`config.mk`:
```
export PLATFORM = sky130hd
export DESIGN_NAME = imem_loader
export DESIGN_NICKNAME = d
export VERILOG_FILES = /design/src/rtl/imem_loader.sv
export SDC_FILE = /design/constraint.sdc
export NUM_CORES = 1
export LEC_CHECK = 0
export CAP_MARGIN = 10
export CORE_UTILIZATION = 43
export DETAILED_ROUTE_END_ITERATION = 8
export PLACE_DENSITY = 0.61
export SYNTH_ARGS = -nofsm -noshare
export SYNTH_HDL_FRONTEND = slang
export SYNTH_SLANG_ARGS = --single-unit
```
`constraint.sdc`:
```
create_clock -name clk -period 5.4 [get_ports clk]
set_input_delay 1.08 -clock clk [delete_from_list [all_inputs] [get_ports clk]]
set_output_delay 1.08 -clock clk [all_outputs]
set_load 0.05 [all_outputs]
```
`src/rtl/imem_loader.sv`:
```
// ---------------------------------------------------------------------------
// imem_loader
//
// Writer side of the byte-addressable instruction memory. A host pushes a
// framed byte stream; the loader writes the payload bytes to consecutive
// addresses starting at BASE_ADDR, verifies an 8-bit additive checksum and
// keeps the CPU in reset until a good image has been loaded.
//
// Frame on the stream:
//   4 length bytes, big-endian (MSB first) = N
//   N payload bytes, written to BASE_ADDR + k in arrival order
//   1 checksum byte = (sum of payload bytes) mod 256
//
// Handshake (valid/ready): a byte moves on a rising clk edge where
// in_valid && in_ready are both 1. in_ready is a pure function of the FSM
// state (LEN, DATA, CSUM) and never looks at in_valid. A byte held on
// in_data while in_ready is 0 is simply not consumed; the host may keep it
// there or withdraw it.
//
// Ports:
//   clk        in   rising-edge clock
//   rst        in   synchronous active-high reset
//   start      in   1-cycle pulse, begin a new frame (IDLE/DONE/ERR only)
//   in_valid   in   in_data carries a byte
//   in_data    in   [7:0] stream byte
//   in_ready   out  loader accepts a byte this cycle
//   we         out  instruction memory byte write enable (1-cycle pulse)
//   waddr      out  [31:0] byte address of the write
//   wdata      out  [7:0] byte to write
//   cpu_hold   out  1 = CPU held in reset
//   busy       out  frame in progress (LEN, DATA or CSUM)
//   done       out  last frame loaded with a good checksum (sticky)
//   err        out  last frame rejected (sticky)
//   byte_cnt   out  [31:0] payload bytes written in the current/last frame
//   state_dbg  out  [2:0] current FSM state, for observation only
// ---------------------------------------------------------------------------
module imem_loader #(
  parameter logic [31:0] BASE_ADDR = 32'h0000_0000,
  parameter int unsigned MAX_BYTES = 4096,
  parameter bit          HOLD_RST  = 1'b1
) (
  input  logic        clk,
  input  logic        rst,
  input  logic        start,
  input  logic        in_valid,
  input  logic [7:0]  in_data,
  output logic        in_ready,
  output logic        we,
  output logic [31:0] waddr,
  output logic [7:0]  wdata,
  output logic        cpu_hold,
  output logic        busy,
  output logic        done,
  output logic        err,
  output logic [31:0] byte_cnt,
  output logic [2:0]  state_dbg
);

  // FSM encoding
  localparam logic [2:0] ST_IDLE = 3'd0;
  localparam logic [2:0] ST_LEN  = 3'd1;
  localparam logic [2:0] ST_DATA = 3'd2;
  localparam logic [2:0] ST_CSUM = 3'd3;
  localparam logic [2:0] ST_DONE = 3'd4;
  localparam logic [2:0] ST_ERR  = 3'd5;

  logic [2:0]  state;
  logic [1:0]  len_idx;     // which length byte is expected next (0..3)
  logic [23:0] len_shift;   // first three length bytes, MSB first
  logic [31:0] len_n;       // payload length of the current frame
  logic [7:0]  sum;         // running payload sum, wraps mod 256

  logic        xfer;
  logic [31:0] len_full;
  logic        len_bad;
  logic [31:0] byte_cnt_next;
  logic        last_payload;

  // A byte transfers only when both sides agree on this edge.
  assign xfer = in_valid && in_ready;

  // The complete length as it will look once the 4th byte lands.
  assign len_full = {len_shift, in_data};

  // Oversized lengths and lengths that are not whole 32-bit instructions
  // are rejected before anything is written.
  assign len_bad = (len_full > MAX_BYTES) || (len_full[1:0] != 2'b00);

  assign byte_cnt_next = byte_cnt + 32'd1;
  assign last_payload  = (byte_cnt_next == len_n);

  // Ready and busy both follow the "frame in progress" states directly.
  assign in_ready  = (state == ST_LEN) || (state == ST_DATA) || (state == ST_CSUM);
  assign busy      = in_ready;
  assign state_dbg = state;

  always_ff @(posedge clk) begin
    if (rst) begin
      state     <= ST_IDLE;
      len_idx   <= 2'd0;
      len_shift <= 24'd0;
      len_n     <= 32'd0;
      sum       <= 8'd0;
      we        <= 1'b0;
      waddr     <= 32'd0;
      wdata     <= 8'd0;
      cpu_hold  <= HOLD_RST;
      done      <= 1'b0;
      err       <= 1'b0;
      byte_cnt  <= 32'd0;
    end else begin
      // we is a single-cycle pulse; only the DATA branch raises it.
      we <= 1'b0;

      case (state)
        ST_IDLE, ST_DONE, ST_ERR: begin
          if (start) begin
            state     <= ST_LEN;
            len_idx   <= 2'd0;
            len_shift <= 24'd0;
            len_n     <= 32'd0;
            sum       <= 8'd0;
            byte_cnt  <= 32'd0;
            done      <= 1'b0;
            err       <= 1'b0;
            cpu_hold  <= 1'b1;
          end
        end

        ST_LEN: begin
          if (xfer) begin
            len_shift <= {len_shift[15:0], in_data};
            len_idx   <= len_idx + 2'd1;
            if (len_idx == 2'd3) begin
              len_n <= len_full;
              if (len_bad) begin
                state <= ST_ERR;
                err   <= 1'b1;
              end else if (len_full == 32'd0) begin
                // Empty image: only the checksum byte (expected 00) follows.
                state <= ST_CSUM;
              end else begin
                state <= ST_DATA;
              end
            end
          end
        end

        ST_DATA: begin
          if (xfer) begin
            // Registered write port: the write appears the cycle after the
            // handshake. Address arithmetic wraps mod 2^32 by design.
            we       <= 1'b1;
            waddr    <= BASE_ADDR + byte_cnt;
            wdata    <= in_data;
            sum      <= sum + in_data;
            byte_cnt <= byte_cnt_next;
            if (last_payload) begin
              state <= ST_CSUM;
            end
          end
        end

        ST_CSUM: begin
          if (xfer) begin
            if (in_data == sum) begin
              state    <= ST_DONE;
              done     <= 1'b1;
              cpu_hold <= 1'b0;
            end else begin
              // cpu_hold was set at start and simply stays high.
              state <= ST_ERR;
              err   <= 1'b1;
            end
          end
        end

        default: begin
          state <= ST_IDLE;
        end
      endcase
    end
  end

endmodule

```
# == Word level (Yosys, flattened, before mapping) ==
# Cells that the tools add are included.
# word_totals
reg_bits,145
in_bits,12
out_inout_bits,81
elab_cells,94
# classes
n_addsub,3
order_cmp,1
n_eq_ne,17
mux,40
n_bitwise,1
reduce_logical,20
# op_table
op,count
$mux 32,4
$pmux 32 s2,2
$mux 24,2
$pmux 24 s2,1
$add 32x1->32 const B,1
$eq 32x32->1,1
$gt 32x13->1 const B,1
$logic_not 32->1,1
$mux 3,7
$mux 8,2
$pmux 8 s2,1
$mux 1,14
$ne 2x2->1 const B,7
$pmux 3 s4,1
$add 8x8->8,1
$eq 8x8->1,1
$reduce_and 4->1,2
$reduce_bool 2->1,4
$reduce_and 7->1,1
$eq 3x2->1 const B,2
$eq 3x3->1 const B,2
$reduce_and 3->1,2
$reduce_and 6->1,1
$mux 2,2
15 further kinds,19

# == Depth between registers and ports, before layout ==
# Gate-level depths: netlist of the first run.
# depth
ltp_word,6
depth_mapped,11
ltp_nobuf,9

# == Worst setup path after synthesis of the first run ==
# No wires, ideal clock.
# synth_path
kind,register to register
start,reg byte_cnt[0]
end,"reg state[0], in the netlist state_dbg[0]"
setup_ns,0.079
t_arrival_ns,3.174
t_required_ns,5.321
slack_ns,2.147
path_stages_with_launch,11
path_cell_list,dfxtp_1 ha_1 and3_1 buf_2 nand4_2 nor3_2 mux2_2 or4_4 nor4_4 nor3_2 a211oi_2
# synth_via
elab_chain_cells,4
# synth_rtl
item,line_no,text
"start, declared",55,"output logic [31:0] byte_cnt,"
"start signal, assigned",157,byte_cnt <= byte_cnt_next;
$add 32x1->32,89,assign byte_cnt_next = byte_cnt + 32'd1;
$eq 32x32->1,90,assign last_payload = (byte_cnt_next == len_n);
$ne 2x2->1 (no source line),n/a,
$reduce_and 6->1 (no source line),n/a,
"end signal, assigned",99,state <= ST_IDLE;
"end signal, assigned",118,state <= ST_LEN;
"end signal, assigned",137,state <= ST_ERR;
"end, declared",67,logic [2:0] state;
# Every way passes these cells.
# A chain may end at the register's enable or synchronous reset.

# == Worst setup path in the final report of the first run ==
# layout_path
start,reg byte_cnt[0]
end,"reg state[2], in the netlist state_dbg[2]"
# The elaborated chain is that of the path after synthesis.

==> summary.md, run 1 <==
| Metric | Value |
|---|---|
| Core area | `between 15000 and 20000 um^2` |
| Reg area | `2900 um^2` |
| Synth Net Count | `919` |
| Clk sink count | `145` |
| Detailed Route Iter0 Violations | `just over 700` |
| Post-DRT Antenna Nets | `0` |
| FP Rows | `46` |
| Hold_buf cts | `0` |
| Post-route insts no fill | `1172` |
| Vias per Instance | `5.58` |
| Rel. slew slack | `between 20% and 30%` |
| Post-synth EDFFs | `0` |
| Worst setup margin | `1.88 ns` |
| First-pass GRT wire length | `31100 um` |
| Sum Neg Setup Slack | `0 ns` |
| FILL cells | `1578` |
| TritonCTS clock tree | `done` |
| Max IR drop VDD | `251 uV` |
| Setup Viol. Count Final | `0` |
| Fin crit period | `3.52 ns` |
| DIE AREA | `roughly 17000 um^2` |
| Clk_lat worst skew | `between 0.4 and 0.5 ns` |
| Synth Area in Adders | `under 10%` |
| RSZ-0062 raised after global routing | `false` |
| Max_cap viols | `0` |
| Final Slew Violations | `0` |
| Mux contribution to synthesized area | `0.444%` |
| Pleak | `2.96 nW` |
| Worst path slowest cell | `dfxtp_1` |
| Worst EP arrival | `3.81 ns` |
| Multi-input logic area | `3820 um^2` |
| Die X | `130 um` |
| Via count | `6536` |
| DRC violations left | `0` |
| Fin Hold WS | `0.452 ns` |
| Post-synthesis cell area | `a little over 7000 um^2` |
| Worst setup SP type | `flip-flop` |
| Simple-gate share of the synthesized area | `26.2%` |
| Ys async rst share | `0%` |
| Post-CTS Setup Bufs | `0` |
| Drt pass-1 iters | `7` |
| Hold Path Class | `reg2reg` |
| Flops & latches, synth | `between 100 and 150` |
| Synthesis Warnings | `0` |
| Cells after synthesis | `about 900` |
| Vias in the first global route | `5624` |
| Seq/Total Area, Yosys | `41.2%` |
| CP Capture Type | `flip-flop` |
| GRT Total Usage | `23.9%` |
| Critical Path RT | `roughly 5.7 ns` |
| # resized after CTS | `0` |
| CTS buffer count | `17` |
| Dpl cells | `1141` |
| Layout cells sized above 1 | `6.17%` |
| Die Y | `roughly 130 um` |
| GPL Wtd Cong | `0.843` |
| Syn Area/Cell | `7.86 um^2` |
| WL/cell | `16.6 um` |
| CP Cell Sequence | `ha_1 > and3_1 > nand4_2 > nor3_2 > mux2_2 > or4_4 > nor4_4 > or3b_1 > a21oi_1` |
| Port Buf Inserts | `roughly 90` |
| Util after Layout | `53.9%` |
| Largest net degree at the start of global routing | `66` |
| Setup CP Type | `reg2reg` |
| Layout Skew | `about 0.0063 ns` |
| Critical-path maximum fanout | `16` |
| Fmax | `between 200 and 300 MHz` |
| Area Growth Syn to Fin | `21.8%` |
| Distinct cells, synth | `62` |
| Reg clk slew, reported paths | `0.06 ns` |
| Inserted Diodes | `0` |
| # H-tree levels | `4` |
| Root Driver | `clkbuf_16` |
| Synth Area in Compound Gates | `19.4%` |
| Critical Path Max Stage Delay | `0.50 ns` |
| Final hold violation count | `0` |
| IO Count | `93` |
| Max Buffers Root-to-Sink | `2` |
| Final wirelength | `19500 um` |
| Largest family of logic cells by synthesized area | `simple AND/OR/NAND/NOR gates` |
| NumNets Final | `just under 1000` |
| Worst Max-Slew Pin Slew | `1.11 ns` |
| PD cells | `between 300 and 400 nW/um^2` |
| Initial antenna violation count | `0` |
| GR Overflow Total | `0` |
| Post-synthesis xor/xnor area fraction | `6.09%` |
| Crit share post-route | `65.2%` |
| Detailed Place HPWL | `13200 um` |
| Main synth FF type | `dfxtp_1` |
| Status | `finished clean` |
| Initial Utilization | `44.2%` |
| Dpl ws | `approximately 1.6 ns` |
[cells in the mapped netlist, types with 5 or more instances]
| cell | count | area, um^2 |
|---|---|---|
| inv_1 | 5 | 18.8 |
| nand3_1 | 51 | 255 |
| clkbuf_1 | 57 | 214 |
| and4_1 | 7 | 61.3 |
| nand4_1 | 11 | 68.8 |
| nand2_1 | 145 | 544 |
| nor3_1 | 13 | 65.1 |
| xnor2_1 | 30 | 263 |
| or3_1 | 5 | 31.3 |
| buf_4 | 6 | 45.0 |
| dfxtp_1 | 145 | 2900 |
| xor2_1 | 19 | 166 |
| nor2_1 | 85 | 319 |
| or4_1 | 6 | 45.0 |
| a21oi_1 | 121 | 606 |
| and3_1 | 10 | 62.6 |
| nor4_1 | 13 | 81.3 |
| ha_1 | 9 | 113 |
| a31oi_1 | 10 | 62.6 |
| a22oi_1 | 36 | 270 |
| o21ai_0 | 34 | 170 |
| buf_2 | 9 | 45.0 |
[metal layers]
layer / track usage (%) / share of wire (%) / vias to the layer above
li1: - / - / 3269
met1: 33.9 / 49 / 3059
met2: 36.1 / 45 / 187
met3: 4.43 / 4.4 / 21
met4: 8.34 / 1.4 / 0
met5: 0 / 0 / -
[metrics by stage]
stage	cell area [um^2]	power (mW)
CTS	8590	3.04
global placement	8000	1.87
global route	8590	3.14
finish	8590	3.02
floorplan	7050	1.66
detailed placement	8000	1.87
[worst max-delay path: cells and delay by family, from the launching register on]
kind            cells  cell delay, ns
compound gates      1            0.05
simple gates        6            2.13
fa+ha+maj           1            0.32
mux                 1            0.38
flops               1            0.50
[layout by cell type (no fill, tap or decap), drive strengths merged, types with 12 or more instances in the layout]
master and count:
dfxtp 145, and3 12, xnor2 30, nor3 15, nor4 15, nand2 145
nand3 51, nand4 13, a21oi 121, xor2 19, clkbuf 22, clkdlybuf4s50 91
o21ai 36, a22oi 36, nor2 85
[sequential cells by signal (all words and copies together) (netlist names)]
signal,count
cpu_hold,1
len_idx,2
sum,8
wdata,8
len_n,32
state_dbg,3
err,1
waddr,32
len_shift,24
done,1
we,1
byte_cnt,32
[layout make-up]
type,count,share of cell area (%)
Clock buffer,22,5.52
Timing Repair Buffer,102,11.6
Clock inverter,9,1.25
Sequential cell,145,33.8
Tap cell,216,3.15
Multi-Input combinational cell,673,44.5
Inverter,5,0.219
[power by group]
part	switching [mW]	leakage [nW]	total (mW)	internal [mW]
clock	0.453	0.282	1.17	0.712
combinational	0.500	1.51	0.688	0.188
sequential	0.0538	1.17	1.16	1.11
total	1.01	2.96	3.02	2.01
[path summary, 6_finish.rpt]
kind         depth (start not counted)  slack [ns]         from           end
max                                  9        1.88  byte_cnt[0]  state_dbg[2]
min                                  2        0.45    waddr[15]     waddr[15]
max reg2reg                          9        1.88  byte_cnt[0]  state_dbg[2]
min reg2reg                          2        0.45    waddr[15]     waddr[15]
[cell families (layout without fill, tap and decap cells)]
logic type      Yosys count  in the layout
compound gates          232            232
xor+xnor                 49             49
fa+ha+maj                10             10
buf+inv                  79            138
flops                   145            145
mux                       3              3
simple gates            379            379
Note: power is estimated with default switching activity, not from simulation.
==> run 2, diff against run 1 <==
clock period = 3.5 ns   (was 5.4 ns; I/O delays follow)
==> run 2 against run 1 <==
Against the previous run:
- sequential power rose by 54%
- critical path type unchanged
- register-to-register slack got worse by 1.5 ns
- critical endpoint is now state_dbg[0]
- sequential cell count did not move
- power rose by 60%
- highest routed layer unchanged
==> summary.md, run 2 (synthesis results as in run 1) <==
| Metric | Value |
|---|---|
| R2r setup slk | `0.34 ns (was 1.88 ns)` |
| Drt pass-1 iters | `5 (was 7)` |
| Setup CP Type | `reg2reg (unchanged)` |
| Util after Layout | `55.5% (was 53.9%)` |
| CP Capture Type | `flip-flop (unchanged)` |
| GR Overflow Total | `0 (unchanged)` |
| Fmax | `317 MHz (was 284 MHz)` |
| Initial Utilization | `44.2% (unchanged)` |
| FILL cells | `1557 (was 1578)` |
| GPL Wtd Cong | `0.850 (was 0.843)` |
| Most frequent cells in the layout | `145 x dfxtp_1, 144 x nand2_1, 120 x a21oi_1, 91 x clkdlybuf4s50_1, 84 x nor2_1 (unchanged)` |
| Detailed Place HPWL | `13700 um (was 13200 um)` |
| Critical-path maximum fanout | `8 (was 16)` |
| Clk sink count | `145 (unchanged)` |
| FP Rows | `46 (unchanged)` |
| Worst path slowest cell | `or4_4 (was dfxtp_1)` |
| Via count | `6668 (was 6536)` |
| Die X | `130 um (unchanged)` |
| Vias per Instance | `5.56 (was 5.58)` |
| Reg clk slew, reported paths | `0.06 ns (about the same)` |
| Layout cells sized above 1 | `8.75% (was 6.17%)` |
| Detailed Route Iter0 Violations | `643 (was 718)` |
| Top delay family on crit path | `simple AND/OR/NAND/NOR gates (unchanged)` |
| Initial antenna violation count | `0 (unchanged)` |
| NumNets Final | `992 (was 966)` |
| Pleak | `3.11 nW (was 2.96 nW)` |
| WP buf/inv | `0 (unchanged)` |
| Port Buf Inserts | `92 (unchanged)` |
| Vias in the first global route | `5942 (was 5624)` |
| Worst setup SP type | `flip-flop (unchanged)` |
| WL/cell | `16.7 um (was 16.6 um)` |
| Final Slew Violations | `0 (unchanged)` |
| Hold Path Class | `reg2reg (unchanged)` |
| Post-DRT Antenna Nets | `0 (unchanged)` |
| Commonest non-fill, non-tap cell in the layout | `dfxtp_1 (unchanged)` |
| Worst Max-Slew Pin Slew | `0.936 ns (was 1.11 ns)` |
| Worst EP arrival | `3.51 ns (was 3.81 ns)` |
| Layout Skew | `0.00556 ns (was 0.00634 ns)` |
| Core area | `15900 um^2 (unchanged)` |
| Critical Path RT | `3.85 ns (was 5.69 ns)` |
| Crit share post-route | `90.2% (was 65.2%)` |
| Final hold violation count | `0 (unchanged)` |
| TritonCTS clock tree | `done (unchanged)` |
| Inserted Diodes | `0 (unchanged)` |
| DIE AREA | `16900 um^2 (unchanged)` |
| # resized after CTS | `0 (unchanged)` |
| CTS buffer count | `17 (unchanged)` |
| Largest net degree at the start of global routing | `76 (was 66)` |
| RSZ-0062 raised after global routing | `false (unchanged)` |
| GRT Total Usage | `24.4% (was 23.9%)` |
| CP Cell Sequence | `ha_1 > and3_1 > nand4_2 > nor3_2 > mux2_2 > or4_4 > nor4_4 > nor3_2 > a211oi_2 (was ha_1 > and3_1 > nand4_2 > nor3_2 > mux2_2 > or4_4 > nor4_4 > or3b_1 > a21oi_1)` |
| Max_cap viols | `0 (unchanged)` |
| Hold_buf cts | `0 (unchanged)` |
| IO Count | `93 (unchanged)` |
| First-pass GRT wire length | `31800 um (was 31100 um)` |
| Fin Hold WS | `0.451 ns (was 0.452 ns)` |
| Root Driver | `clkbuf_16 (unchanged)` |
| Critical Path Most Common Cell | `nor3_2` |
| PD cells | `546 nW/um^2 (was 351 nW/um^2)` |
| Die Y | `130 um (unchanged)` |
| Clk_lat worst skew | `0.43 ns (about the same)` |
| Fin crit period | `3.16 ns (was 3.52 ns)` |
| Sum Neg Setup Slack | `0 ns (unchanged)` |
| Final wirelength | `20000 um (was 19500 um)` |
| DRC violations left | `0 (unchanged)` |
| Max Buffers Root-to-Sink | `2 (unchanged)` |
| Rel. slew slack | `37.5% (was 26.0%)` |
| Top Registers | `byte_cnt: 32 flops, len_n: 32 flops, waddr: 32 flops (unchanged)` |
| Max IR drop VDD | `393 uV (was 251 uV)` |
| Setup Viol. Count Final | `0 (unchanged)` |
| Post-CTS Setup Bufs | `0 (unchanged)` |
| Critical Path Max Stage Delay | `0.49 ns (was 0.50 ns)` |
| Area Growth Syn to Fin | `25.4% (was 21.8%)` |
| Status | `finished clean (unchanged)` |
| # H-tree levels | `4 (unchanged)` |
-- run 2: through the flow --
stage	std cells	cell area, um^2	worst slack [ns]	total power, mW
3_5_place_dp	1167	8220	0.185	2.93
2_1_floorplan	897	7050	0.247	2.57
3_3_place_gp	1167	8220	0.238	2.93
6_report	1199	8840	0.342	4.83
5_1_grt	1199	8840	0.120	5.03
4_1_cts	1199	8840	0.367	4.86
-- run 2: routing by layer --
layer | wire [um] | track usage, % | share of wire [%]
met2 | 9280 | 37.9 | 46
met1 | 9400 | 33.7 | 47
met5 | 0 | 0 | 0
met3 | 974 | 4.63 | 4.9
met4 | 357 | 9.10 | 1.8
-- run 2: cell type report --
| type | count | area (um^2) | share of cell area, % |
|---|---|---|---|
| clock buffer | 19 | 433 | 4.90 |
| clock inverter | 13 | 185 | 2.09 |
| inverter | 5 | 18.8 | 0.212 |
| multi-input combinational | 673 | 3820 | 43.2 |
| sequential | 145 | 2900 | 32.8 |
| tap | 216 | 270 | 3.06 |
| timing repair buffer | 128 | 1210 | 13.7 |
-- run 2: where the power goes --
group / switching, mW / internal [mW] / leakage [nW]
Combinational: 0.792 / 0.320 / 1.65
Clock: 0.734 / 1.19 / 0.298
Sequential: 0.0779 / 1.71 / 1.17
Total: 1.60 / 3.22 / 3.11
-- run 2: final timing paths --
path	from	end	cells after the start
setup / recovery	byte_cnt[1]	state_dbg[0]	9
hold / removal	waddr[19]	waddr[19]	2
setup reg to reg	byte_cnt[1]	state_dbg[0]	9
hold reg to reg	waddr[19]	waddr[19]	2
-- run 2: worst register-to-register path: stages (launching register included) --
cell and delay, ns:
dfxtp_1 0.45, ha_1 0.32, and3_1 0.35, nand4_2 0.19
nor3_2 0.31, mux2_2 0.37, or4_4 0.49, nor4_4 0.33
nor3_2 0.08, a211oi_2 0.18
